<file path="src/rtl/rf_pkg.sv">
// rtl/rf_pkg.sv - shared register-file constants and write-back FSM state type
//
// Purpose : constants and types shared by the register-file wrapper and the
//           write-back buffer in front of its write port.
// Contents: DATA_W, REG_AW, NUM_REGS, rf_state_e {IDLE, ISSUE, GAP}.
package rf_pkg;

    localparam int DATA_W   = 32;
    localparam int REG_AW   = 4;
    localparam int NUM_REGS = 16;

    typedef enum logic [1:0] {
        IDLE  = 2'd0,
        ISSUE = 2'd1,
        GAP   = 2'd2
    } rf_state_e;

endpackage

</file>
<file path="src/rtl/rf_wb_fifo.sv">
// rtl/rf_wb_fifo.sv - write-back entry queue with youngest-match forwarding lookup
//
// Purpose : circular FIFO of {reg, data} write-back entries, plus two
//           combinational lookup ports that return the youngest queued value
//           for a register.
// Ports   : clk, rst_n       clock, asynchronous active-low reset
//           push/push_reg/push_data  enqueue (caller guarantees !full)
//           pop                      dequeue head (caller guarantees !empty)
//           head_*/next_*            oldest and second-oldest entries
//           count/full/empty         occupancy
//           lk_{a,b}_reg -> lk_{a,b}_hit, lk_{a,b}_data  forwarding lookups
module rf_wb_fifo #(
    parameter int DATA_W = 32,
    parameter int REG_AW = 4,
    parameter int DEPTH  = 4,
    parameter int AW     = $clog2(DEPTH),
    parameter int CW     = $clog2(DEPTH) + 1
) (
    input  logic              clk,
    input  logic              rst_n,
    input  logic              push,
    input  logic [REG_AW-1:0] push_reg,
    input  logic [DATA_W-1:0] push_data,
    input  logic              pop,
    output logic [REG_AW-1:0] head_reg,
    output logic [DATA_W-1:0] head_data,
    output logic [REG_AW-1:0] next_reg,
    output logic [DATA_W-1:0] next_data,
    output logic [CW-1:0]     count,
    output logic              full,
    output logic              empty,
    input  logic [REG_AW-1:0] lk_a_reg,
    output logic              lk_a_hit,
    output logic [DATA_W-1:0] lk_a_data,
    input  logic [REG_AW-1:0] lk_b_reg,
    output logic              lk_b_hit,
    output logic [DATA_W-1:0] lk_b_data
);

    logic [REG_AW-1:0] reg_q  [DEPTH];
    logic [REG_AW-1:0] reg_d  [DEPTH];
    logic [DATA_W-1:0] data_q [DEPTH];
    logic [DATA_W-1:0] data_d [DEPTH];
    logic [AW-1:0]     wr_ptr_q, wr_ptr_d;
    logic [AW-1:0]     rd_ptr_q, rd_ptr_d;
    logic [CW-1:0]     count_q,  count_d;
    logic [AW-1:0]     next_ptr;

    always_comb begin
        reg_d    = reg_q;
        data_d   = data_q;
        wr_ptr_d = wr_ptr_q;
        rd_ptr_d = rd_ptr_q;
        count_d  = count_q;
        if (push) begin
            reg_d[wr_ptr_q]  = push_reg;
            data_d[wr_ptr_q] = push_data;
            wr_ptr_d         = wr_ptr_q + AW'(1);
        end
        if (pop) begin
            rd_ptr_d = rd_ptr_q + AW'(1);
        end
        // Simultaneous push and pop leaves occupancy unchanged.
        case ({push, pop})
            2'b10:   count_d = count_q + CW'(1);
            2'b01:   count_d = count_q - CW'(1);
            default: count_d = count_q;
        endcase
    end

    always_ff @(posedge clk or negedge rst_n) begin
        if (!rst_n) begin
            wr_ptr_q <= '0;
            rd_ptr_q <= '0;
            count_q  <= '0;
            for (int i = 0; i < DEPTH; i++) begin
                reg_q[i]  <= '0;
                data_q[i] <= '0;
            end
        end else begin
            wr_ptr_q <= wr_ptr_d;
            rd_ptr_q <= rd_ptr_d;
            count_q  <= count_d;
            for (int i = 0; i < DEPTH; i++) begin
                reg_q[i]  <= reg_d[i];
                data_q[i] <= data_d[i];
            end
        end
    end

    assign next_ptr  = rd_ptr_q + AW'(1);
    assign head_reg  = reg_q[rd_ptr_q];
    assign head_data = data_q[rd_ptr_q];
    assign next_reg  = reg_q[next_ptr];
    assign next_data = data_q[next_ptr];
    assign count     = count_q;
    assign full      = (count_q == CW'(DEPTH));
    assign empty     = (count_q == '0);

    // Walk from oldest to youngest so a later match overrides an earlier one.
    always_comb begin
        logic [AW-1:0] idx;
        lk_a_hit  = 1'b0;
        lk_a_data = '0;
        lk_b_hit  = 1'b0;
        lk_b_data = '0;
        idx       = rd_ptr_q;
        for (int k = 0; k < DEPTH; k++) begin
            idx = rd_ptr_q + AW'(k);
            if (CW'(k) < count_q) begin
                if (reg_q[idx] == lk_a_reg) begin
                    lk_a_hit  = 1'b1;
                    lk_a_data = data_q[idx];
                end
                if (reg_q[idx] == lk_b_reg) begin
                    lk_b_hit  = 1'b1;
                    lk_b_data = data_q[idx];
                end
            end
        end
    end

endmodule

</file>
<file path="src/rtl/rf_write_buffer.sv">
// rtl/rf_write_buffer.sv - write-back buffer draining into the register-file write port
//
// Purpose : queues completed results and drains them one per two cycles as a
//           one-cycle rf_dec_en pulse followed by an idle cycle; forwards
//           pending values to the two read ports.
// Ports   : CLK, CLR (async active-low)
//           wr_valid/wr_ready/wr_reg/wr_data   producer side
//           rf_hold, rf_in, rf_dsel, rf_dec_en register-file write port
//           sa/sb -> fwd_{a,b}_hit, fwd_{a,b}_data  read-side forwarding
//           count, empty                        occupancy
module rf_write_buffer #(
    parameter int DATA_W = rf_pkg::DATA_W,
    parameter int REG_AW = rf_pkg::REG_AW,
    parameter int DEPTH  = 4
) (
    input  logic                     CLK,
    input  logic                     CLR,
    input  logic                     wr_valid,
    output logic                     wr_ready,
    input  logic [REG_AW-1:0]        wr_reg,
    input  logic [DATA_W-1:0]        wr_data,
    input  logic                     rf_hold,
    output logic [DATA_W-1:0]        rf_in,
    output logic [REG_AW-1:0]        rf_dsel,
    output logic                     rf_dec_en,
    input  logic [REG_AW-1:0]        sa,
    input  logic [REG_AW-1:0]        sb,
    output logic                     fwd_a_hit,
    output logic                     fwd_b_hit,
    output logic [DATA_W-1:0]        fwd_a_data,
    output logic [DATA_W-1:0]        fwd_b_data,
    output logic [$clog2(DEPTH):0]   count,
    output logic                     empty
);

    import rf_pkg::*;

    localparam int CW = $clog2(DEPTH) + 1;

    rf_state_e         state_q, state_d;
    logic              rf_dec_en_q, rf_dec_en_d;
    logic [DATA_W-1:0] rf_in_q, rf_in_d;
    logic [REG_AW-1:0] rf_dsel_q, rf_dsel_d;

    logic              push, pop, full, fifo_empty;
    logic [CW-1:0]     fifo_count;
    logic [REG_AW-1:0] head_reg, next_reg;
    logic [DATA_W-1:0] head_data, next_data;

    assign push = wr_valid && !full;

    rf_wb_fifo #(
        .DATA_W (DATA_W),
        .REG_AW (REG_AW),
        .DEPTH  (DEPTH)
    ) u_fifo (
        .clk       (CLK),
        .rst_n     (CLR),
        .push      (push),
        .push_reg  (wr_reg),
        .push_data (wr_data),
        .pop       (pop),
        .head_reg  (head_reg),
        .head_data (head_data),
        .next_reg  (next_reg),
        .next_data (next_data),
        .count     (fifo_count),
        .full      (full),
        .empty     (fifo_empty),
        .lk_a_reg  (sa),
        .lk_a_hit  (fwd_a_hit),
        .lk_a_data (fwd_a_data),
        .lk_b_reg  (sb),
        .lk_b_hit  (fwd_b_hit),
        .lk_b_data (fwd_b_data)
    );

    // The head is popped only when leaving GAP, so it stays visible to
    // forwarding until the register file has latched it. A back-to-back
    // issue from GAP therefore loads the second-oldest entry.
    always_comb begin
        state_d     = state_q;
        rf_dec_en_d = 1'b0;
        rf_in_d     = rf_in_q;
        rf_dsel_d   = rf_dsel_q;
        pop         = 1'b0;
        case (state_q)
            IDLE: begin
                if (!fifo_empty && !rf_hold) begin
                    state_d     = ISSUE;
                    rf_dec_en_d = 1'b1;
                    rf_in_d     = head_data;
                    rf_dsel_d   = head_reg;
                end
            end
            ISSUE: begin
                state_d = GAP;
            end
            GAP: begin
                pop = 1'b1;
                if ((fifo_count > CW'(1)) && !rf_hold) begin
                    state_d     = ISSUE;
                    rf_dec_en_d = 1'b1;
                    rf_in_d     = next_data;
                    rf_dsel_d   = next_reg;
                end else begin
                    state_d = IDLE;
                end
            end
            default: begin
                state_d = IDLE;
            end
        endcase
    end

    always_ff @(posedge CLK or negedge CLR) begin
        if (!CLR) begin
            state_q     <= IDLE;
            rf_dec_en_q <= 1'b0;
            rf_in_q     <= '0;
            rf_dsel_q   <= '0;
        end else begin
            state_q     <= state_d;
            rf_dec_en_q <= rf_dec_en_d;
            rf_in_q     <= rf_in_d;
            rf_dsel_q   <= rf_dsel_d;
        end
    end

    assign rf_dec_en = rf_dec_en_q;
    assign rf_in     = rf_in_q;
    assign rf_dsel   = rf_dsel_q;
    assign wr_ready  = !full;
    assign count     = fifo_count;
    assign empty     = fifo_empty;

endmodule

</file>
<file path="config.mk">
export PLATFORM = sky130hd
export DESIGN_NAME = rf_write_buffer
export DESIGN_NICKNAME = d
export VERILOG_FILES = /design/src/rtl/rf_pkg.sv /design/src/rtl/rf_wb_fifo.sv /design/src/rtl/rf_write_buffer.sv
export SDC_FILE = /design/constraint.sdc
export NUM_CORES = 1
export LEC_CHECK = 0
export CORE_MARGIN = 4
export CORE_UTILIZATION = 40
export DETAILED_ROUTE_END_ITERATION = 8
export GPL_ROUTABILITY_DRIVEN = 0
export SLEW_MARGIN = 30
export SYNTH_ARGS = -nofsm -noshare
export SYNTH_HDL_FRONTEND = slang
export SYNTH_SLANG_ARGS = --single-unit
</file>
<file path="constraint.sdc">
create_clock -name CLK -period 3.9 [get_ports CLK]
set_input_delay 0.78 -clock CLK [delete_from_list [all_inputs] [get_ports CLK]]
set_output_delay 0.78 -clock CLK [all_outputs]
set_load 0.02 [all_outputs]
</file>
Yosys cells after proc, flatten, opt, wreduce, memory -nomap -nowiden
Cells that the tools add are included.
{"block": "word_totals", "word_cells": 140, "output_inout_bits": 108, "regBits": 190}
{"block": "op_classes", "order_cmp": 11, "n_eq_ne": 15, "mux": 76, "bitwise": 5, "n_addsub": 6, "n_reduce_logical": 12}
{"op": "32-bit 2-to-1 mux", "count": 27}
{"op": "32-bit binary-select mux with 2-bit select", "count": 4}
{"op": "128-bit bitwise mux", "count": 1}
{"op": "32-bit demux with 2-bit select", "count": 1}
{"op": "32-bit one-hot mux with 2 select lines", "count": 1}
{"op": "4-bit 2-to-1 mux", "count": 11}
{"op": "4-bit binary-select mux with 2-bit select", "count": 4}
{"op": "4-bit equality test", "count": 8}
{"op": "1-bit 2-to-1 mux", "count": 20}
{"op": "16-bit bitwise mux", "count": 1}
{"op": "3-bit >= comparator, second input constant", "count": 5}
{"op": "2-bit NOT with 3-bit output", "count": 5}
{"op": "4-bit demux with 2-bit select", "count": 1}
{"op": "4-bit one-hot mux with 2 select lines", "count": 1}
{"op": "1-bit by 3-bit < comparator with 1-bit output, first input constant", "count": 2}
{"op": "2-bit by 3-bit < comparator with 1-bit output, first input constant", "count": 2}
{"op": "2-bit one-hot mux with 3 select lines", "count": 1}
{"op": "3-bit one-hot mux with 2 select lines", "count": 1}
{"op": "2-bit by 1-bit adder with 2-bit output, second input constant", "count": 2}
{"op": "2-bit adder, second input constant", "count": 2}
{"op": "2-bit by 1-bit equality test with 1-bit output, second input constant", "count": 2}
{"op": "2-bit equality test, second input constant", "count": 2}
{"op": "1-bit logical AND", "count": 4}
{"op": "2-bit != test, second input constant", "count": 2}
{"op": "other kinds (12)", "count": 15}

Logic depth before layout (Yosys ltp)
Gate-level depths: netlist of the first run.
{"block": "logic_depth", "word_depth": 13, "depth_mapped": 11, "depth_no_buf": 9}

Modules after synthesis
Synthesis of the first run repeated with hierarchy kept, for this count alone.
{"block": "unflattened", "hier_cells": 1300, "area_unflattened_um2": 13266.5}
{"module": "rf_wb_fifo", "area_per_inst_um2": 11355.9, "cells_per_inst": 1174, "seq_area_each_um2": 3778.6, "n_inst": 1}
{"module": "rf_write_buffer", "area_per_inst_um2": 1910.6, "cells_per_inst": 126, "seq_area_each_um2": 975.9, "n_inst": 1}

Worst setup path before layout of the first run
No wires, ideal clock.
{"block": "synth_timing", "kind": "register to output", "start": "reg u_fifo.rd_ptr_q[0]", "end": "out fwd_a_data[30]", "arrival_ns": 2.622, "stages_incl_launch_ff": 11, "setup_slack_ns": 0.498, "t_required_ns": 3.120, "cell_sequence": "dfrtp_1 > buf_2 > buf_6 > mux4_2 > xnor2_1 > and2_1 > and4_1 > clkbuf_1 > buf_1 > a221oi_1 > o22ai_1"}
{"block": "synth_between", "elab_chain_cells": 13, "elab_cells_between_ends": 43}
{"item": "from (decl)", "line_no": "rf_wb_fifo.sv:45", "text": "logic [AW-1:0] rd_ptr_q, rd_ptr_d;"}
{"item": "from (signal assigned)", "line_no": "rf_wb_fifo.sv:82", "text": "rd_ptr_q <= rd_ptr_d;"}
{"item": "parallel branches: the longest is 12 deep, another holds 2-bit by 1-bit adder with 2-bit output"}
{"item": "32-bit 2-to-1 mux (*)", "line_no": "rf_wb_fifo.sv:110", "text": "if (CW'(k) < count_q) begin"}
{"item": "to (decl)", "line_no": "rf_write_buffer.sv:30", "text": "output logic [DATA_W-1:0] fwd_a_data,"}
Mark *: on every way between the ends. The select of a mux whose other input is x is not followed.

Worst setup path in the final report of the first run
{"block": "layout_timing", "start": "reg u_fifo.rd_ptr_q[0]", "end": "out fwd_a_data[27]"}
Same word-level chain as after synthesis.

==> qor.yml, run 1 <==
skew_ns: 0.0115
maxCapViolCount: 0
groute.usage.overall: 0.226
dieArea_um2: 35400
drt_first_pass_iters: 7
yosysMostFrequentCell: "dfrtp_1"
path_max_fanout: 10
start_kind: "flop"
post_synth.cell_area_avg_um2: 10.9
wl_per_cell_um: 23.1
fp.dieW_um: 188
synth_edf_count: 0
rsz0062_at_grt: "yes"
final_cells: 1872
overflow: 0
first_global_vias: 11000
period_share: 1.03
fp.dieH_um: 188
final_nets: 1480
slew_violations: 0
seq_area_frac_synth: 0.367
finalWirelength_um: 43300
drc: 0
cts.sinks: 190
postRouteAntennaNets: 0
cts_tree: "yes"
grt_max_degree: 85
worst_pin_slew_ns: 0.747
core.rowCount: 65
final-setup-viol-count: 53
synth-seq-cells: 190
io_buffers: 155
max_slew_margin: 0.502
finalWorstPathRequiredPeriod_ns: 4.03
yosys_warnings: 0
drive_gt1_frac: 0.471
timing.fmax_ghz: 0.248
h-tree-depth: 4
antenna_found_initial: 2
crit_type: "flop to output port"
multiInputGateArea_um2: 8750
clk_path_buf_depth: 2
fin_ws_ns: -0.128
path_clk_slew_ns: 0.08
dominantRegCellSynth: "dfrtp_1"
final_area_um2: 18200
seq_area_um2: 4760
critical_path.slowest_cell: "dfrtp_4"
yosysTopAreaCell: "dfrtp_1"
drt-initial-drc-count: 820
critPathCaptureType: "output port"
core-area_um2: 31800
cp_data_required_time_ns: 3.12
violations: "setup timing"
cts_buffers: 17
placedCellCount: 1783
path_cells: "buf_6 -> buf_6 -> mux4_2 -> xor2_2 -> a2111oi_4 -> buf_4 -> nor3_4 -> buf_6 -> buf_12 -> buf_6 -> a221oi_2 -> o22ai_1 -> buf_4"
utilization: 0.571
synthesis.area_um2: 13000
critPathTopFamily: "buffers and inverters"
placement.cell_area_um2: 15800
num_vias: 11100
status: "finished, violations left"
ctsHoldBuffers: 0
hold_violations: 0
syn_nets: 1247
yosysUniqueCellTypes: 38
grt_pass1_wl_um: 63500
cts_root_buf: "clkbuf_16"
cp_common_cell: "buf_6"
fillers: 2643
viasPerCell: 5.95
synth_cells: 1190
clkLatencyLatePin_ns: 0.45
yosys-top-cells-area: "dfrtp_1, mux2_2, mux4_2"
ios: 156
synthArstFlopShare: 1.00
post-dp-hpwl_um: 26300
setup_tns_ns: -2.51
synth.top_cells.by_count: "dfrtp_1, mux2_2, o21ai_0, mux4_2, clkbuf_1"
area_growth_syn_to_layout_pct: 39.9
cpPeakStageDelay_ns: 0.57
path_buf_inv: 7
hold_path.class: "input pin to async pin"
yosysTopAreaCellShare: 0.367
crit_arrival_ns: 3.25
initial_core_util: 0.408
[layout by cell type (no fill, tap or decap), types with 26 or more instances in the layout]
master,instances
dfrtp_1,188
mux2_2,176
buf_4,120
clkdlybuf4s50_1,88
mux4_2,79
mux2i_1,71
nor2_1,71
nand2_1,70
a21oi_1,68
o21ai_0,67
buf_6,60
buf_12,33
nand2b_1,26
[cell type report]
| cell class | instances | share of cell area |
|---|---|---|
| diodes | 1 | 0.000138 |
| repair buffers | 322 | 0.192 |
| multi-input cells | 884 | 0.482 |
| well taps | 435 | 0.0300 |
| clock inverters | 14 | 0.00793 |
| clock buffers | 18 | 0.0242 |
| flip-flops and latches | 190 | 0.262 |
| inverters | 8 | 0.00165 |
[logic make-up after synthesis]
| kind of cell | count (synthesis) | synth area share |
|---|---|---|
| AO/OA/AOI/OAI | 274 | 0.134 |
| AND/OR/NAND/NOR | 235 | 0.0812 |
| buffers and inverters | 116 | 0.0367 |
| multiplexers | 330 | 0.348 |
| XOR/XNOR | 36 | 0.0243 |
| adder cells (fa/ha/maj) | 9 | 0.00868 |
| flip-flops | 190 | 0.367 |
[stage by stage]
stage                     worst slack, ns  hold WS [ns]
after detailed placement           -0.373         0.428
after CTS                          -0.131         0.398
after global placement             -0.359         0.418
after global routing               -0.218         0.430
after floorplan                     0.498         0.402
final                              -0.128         0.379
[registers in the layout, indices dropped and copies added (netlist names)]
name	count
u_fifo.wr_ptr_q	2
rf_dec_en	1
u_fifo.count	3
rf_in	32
state_q	2
rf_dsel	4
u_fifo.reg_q	16
u_fifo.rd_ptr_q	2
u_fifo.data_q	128
[worst paths after layout]
kind | from | endpoint | slack (ns) | cells after the start
max | u_fifo.rd_ptr_q[0] | fwd_a_data[27] | -0.13 | 13
max reg2reg | u_fifo.count[0] | u_fifo.data_q[29] | 1.35 | 8
min reg2reg | state_q[1] | state_q[1] | 0.44 | 1
max in group asynchronous | CLR | u_fifo.data_q[8] | 2.61 | 2
min in group CLK | state_q[1] | state_q[1] | 0.44 | 1
min | CLR | rf_in[25] | 0.38 | 1
[repair_timing]
action / 4_1_cts / 5_1_grt
resized for setup: 419 / 226
buffers inserted: 24 / 24
cloned: 2 / 9
endpoints found under the setup margin: 66 / 66
pin swaps: 37 / 46
[routing by layer]
metal / wire length [um] / global-route usage / vias to the layer above
met3: 2670 / 0.0426 / 67
met1: 18200 / 0.301 / 5676
met5: 18 / 0 / -
li1: - / - / 4960
met2: 21400 / 0.379 / 428
met4: 1040 / 0.0661 / 2
Power of run 1 is left out: the tool's default activity adds up to more than one toggle a clock period on the data nets, which glitch-free logic cannot reach.
==> inputs of run 2 (changes only) <==
--- a/config.mk
+++ b/config.mk
@@ -5,6 +5,7 @@
 export SDC_FILE = /design/constraint.sdc
 export NUM_CORES = 1
 export LEC_CHECK = 0
+export ABC_AREA = 1
 export CORE_MARGIN = 4
 export CORE_UTILIZATION = 40
 export DETAILED_ROUTE_END_ITERATION = 8
@@ -13,3 +14,4 @@
 export SYNTH_ARGS = -nofsm -noshare
 export SYNTH_HDL_FRONTEND = slang
 export SYNTH_SLANG_ARGS = --single-unit
+export TNS_END_PERCENT = 100
==> qor.yml, run 2 <==
status: "completed"
critical_path.slowest_cell: "dfrtp_4"
largest_register_ff_count: 128
synth_cells: 2417
first_global_vias: 14700
skew_ns: 0.00751
grt_pass1_wl_um: 81400
fp.dieH_um: 198
syn_nets: 2474
cts_tree: "yes"
hold_slack_ns: 0.389
seq_area_frac_synth: 0.331
worst_pin_slew_ns: 0.721
drc: 0
swShare: 0.553
yosysUniqueCellTypes: 32
power_density_nw_per_um2: 1040
post_synth.cell_area_avg_um2: 5.95
slew_violations: 0
period_share: 0.974
yosysMostFrequentCell: "nand2_1"
initial_core_util: 0.405
core-area_um2: 35500
synth.top_cells.by_count: "nand2_1, o21ai_0, nand3_1, inv_1, dfrtp_1"
path_buf_inv: 6
combinationalPowerShare: 0.698
p_leak_nw: 9.46
synth_top_family_by_area: "simple AND/OR/NAND/NOR gates"
final_cells: 3001
yosys-top-cells-area: "dfrtp_1, nand2_1, o21ai_0"
clock_power_share: 0.099
io_buffers: 155
cpPeakStageDelay_ns: 0.56
cp.depth: 14
cp_common_cell: "nand2_1"
ios: 156
muxShareOfSynthArea: 0.0216
drt-initial-drc-count: 1676
clk_path_buf_depth: 2
yosysTopAreaCellShare: 0.331
h-tree-depth: 4
synth_edf_count: 0
critPathCaptureType: "output port"
overflow: 0
crit_arrival_ns: 3.02
seq_area_um2: 4760
peakVddDrop_mv: 0.548
hold_violations: 0
num_antenna_cells: 0
finalWorstPathRequiredPeriod_ns: 3.80
dieArea_um2: 39100
path_cells: "inv_8 -> buf_16 -> nand2_1 -> nand2_1 -> inv_1 -> o21ai_0 -> nand2_1 -> a22oi_2 -> nand2_2 -> inv_2 -> buf_12 -> nor2_1 -> nand3_1 -> clkdlybuf4s15_1"
p_int_mw: 8.15
hold_path.class: "input pin to async pin"
viasPerCell: 5.31
critPathTopFamily: "buffers and inverters"
maxCapViolCount: 0
crit_type: "flop to output port"
path_max_fanout: 23
cts_root_buf: "clkbuf_16"
yosysTopAreaCell: "dfrtp_1"
synth-seq-cells: 190
postRouteAntennaNets: 0
cts.sinks: 190
yosys_warnings: 0
synthesis.area_um2: 14400
ff2ff_path_depth: 9
final-setup-viol-count: 0
core.rowCount: 69
post-dp-hpwl_um: 34900
grt_max_degree: 85
multiInputGateArea_um2: 8190
drive_gt1_frac: 0.0913
path_clk_slew_ns: 0.07
wl_per_cell_um: 17.5
start_kind: "flop"
finalWirelength_um: 52600
sequentialPowerShare: 0.202
netSwitchingPower_mw: 10.1
groute.usage.overall: 0.262
clkLatencyLatePin_ns: 0.45
timing.fmax_ghz: 0.263
cts_buffers: 17
area_growth_syn_to_layout_pct: 21.8
final_nets: 2584
max_slew_margin: 0.519
ctsHoldBuffers: 0
placedCellCount: 2958
drt_first_pass_iters: 5
synthArstFlopShare: 1.00
synthSimpleGateAreaFrac: 0.408
layout_common_cells: "nand2_1, o21ai_0, nand3_1"
top_register: "u_fifo.data_q"
fp.dieW_um: 198
synth_fa_ha_area_frac: 0.00783
synth-compound-area-share: 0.117
final_common_cell: "nand2_1"
cp_data_required_time_ns: 3.12
num_vias: 15900
fillers: 3682
dominantRegCellSynth: "dfrtp_1"
synth_xor_area_frac: 0.00548
antenna_found_initial: 0
## run 2: per-stage QoR
step                      setup slack (ns)  setup TNS, ns  power (mW)  utilization  area (um2)
final                                0.101              0        18.3        0.494       17500
after global routing               -0.0376        -0.0714        19.8        0.494       17500
after CTS                         0.000986              0        17.9        0.493       17500
after detailed placement           -0.0560         -0.410        16.2        0.476       16900
after global placement             -0.0411         -0.134        16.1        0.476       16900
after floorplan                       1.21              0        11.4            -       14400
## run 2: power by group through the flow
stage | sequential [mW] | clock [mW] | combinational, mW
after floorplan | 3.75 | 0 | 7.65
after global placement | 3.67 | 0 | 12.4
after detailed placement | 3.71 | 0 | 12.5
after CTS | 3.68 | 1.84 | 12.4
after global routing | 3.81 | 1.93 | 14.0
final | 3.69 | 1.81 | 12.7
## run 2: area by class of cell
cell class | count | share of cell area
multi-input cells | 1839 | 0.468
flip-flops and latches | 190 | 0.272
repair buffers | 247 | 0.145
inverters | 232 | 0.0503
well taps | 461 | 0.0329
clock buffers | 18 | 0.0251
clock inverters | 14 | 0.00807
## run 2: routing by layer
| metal | global-route usage | vias up | part of all wire |
|---|---|---|---|
| met2 | 0.424 | 709 | 0.46 |
| met1 | 0.367 | 7364 | 0.44 |
| met3 | 0.0327 | 88 | 0.074 |
| met4 | 0.0837 | 0 | 0.024 |
| li1 | - | 7787 | - |
| met5 | 0 | - | 0 |
## run 2: worst paths after layout
path,from,end,slack (ns)
worst max-delay path,u_fifo.rd_ptr_q[0],fwd_a_hit,0.10
worst min-delay path,CLR,u_fifo.reg_q[2],0.39
worst max register to register,u_fifo.count[0],u_fifo.data_q[41],1.36
worst min register to register,u_fifo.data_q[50],u_fifo.data_q[50],0.51
max in group asynchronous,CLR,rf_in[16],2.67
min in group CLK,u_fifo.data_q[50],u_fifo.data_q[50],0.51
## run 2: cells by family (layout without fill, tap and decap cells)
group	after synthesis	count (layout)
AOI/OAI and AO/OA	323	323
buffers and inverters	388	511
muxes	31	31
DFF	190	190
xor gates and xnor gates	9	9
adders and majority gates	9	9
and+or+nand+nor	1467	1467
## run 2: what timing repair did
item | 4_1_cts | 5_1_grt
gates cloned | 2 | 4
gates resized for setup | 78 | 144
setup buffers | 1 | 4
setup endpoints to repair | 66 | 66
pin swaps | 3 | 3
## run 2: worst register-to-register path, delay by kind of cell, from the launching register on
family,cells,cell delay [ns]
simple gates,4,0.98
fa+ha+maj,1,0.18
compound gates,1,0.07
buf+inv,3,0.79
flops,1,0.44
No activity file was read; power rests on OpenSTA's default activity.
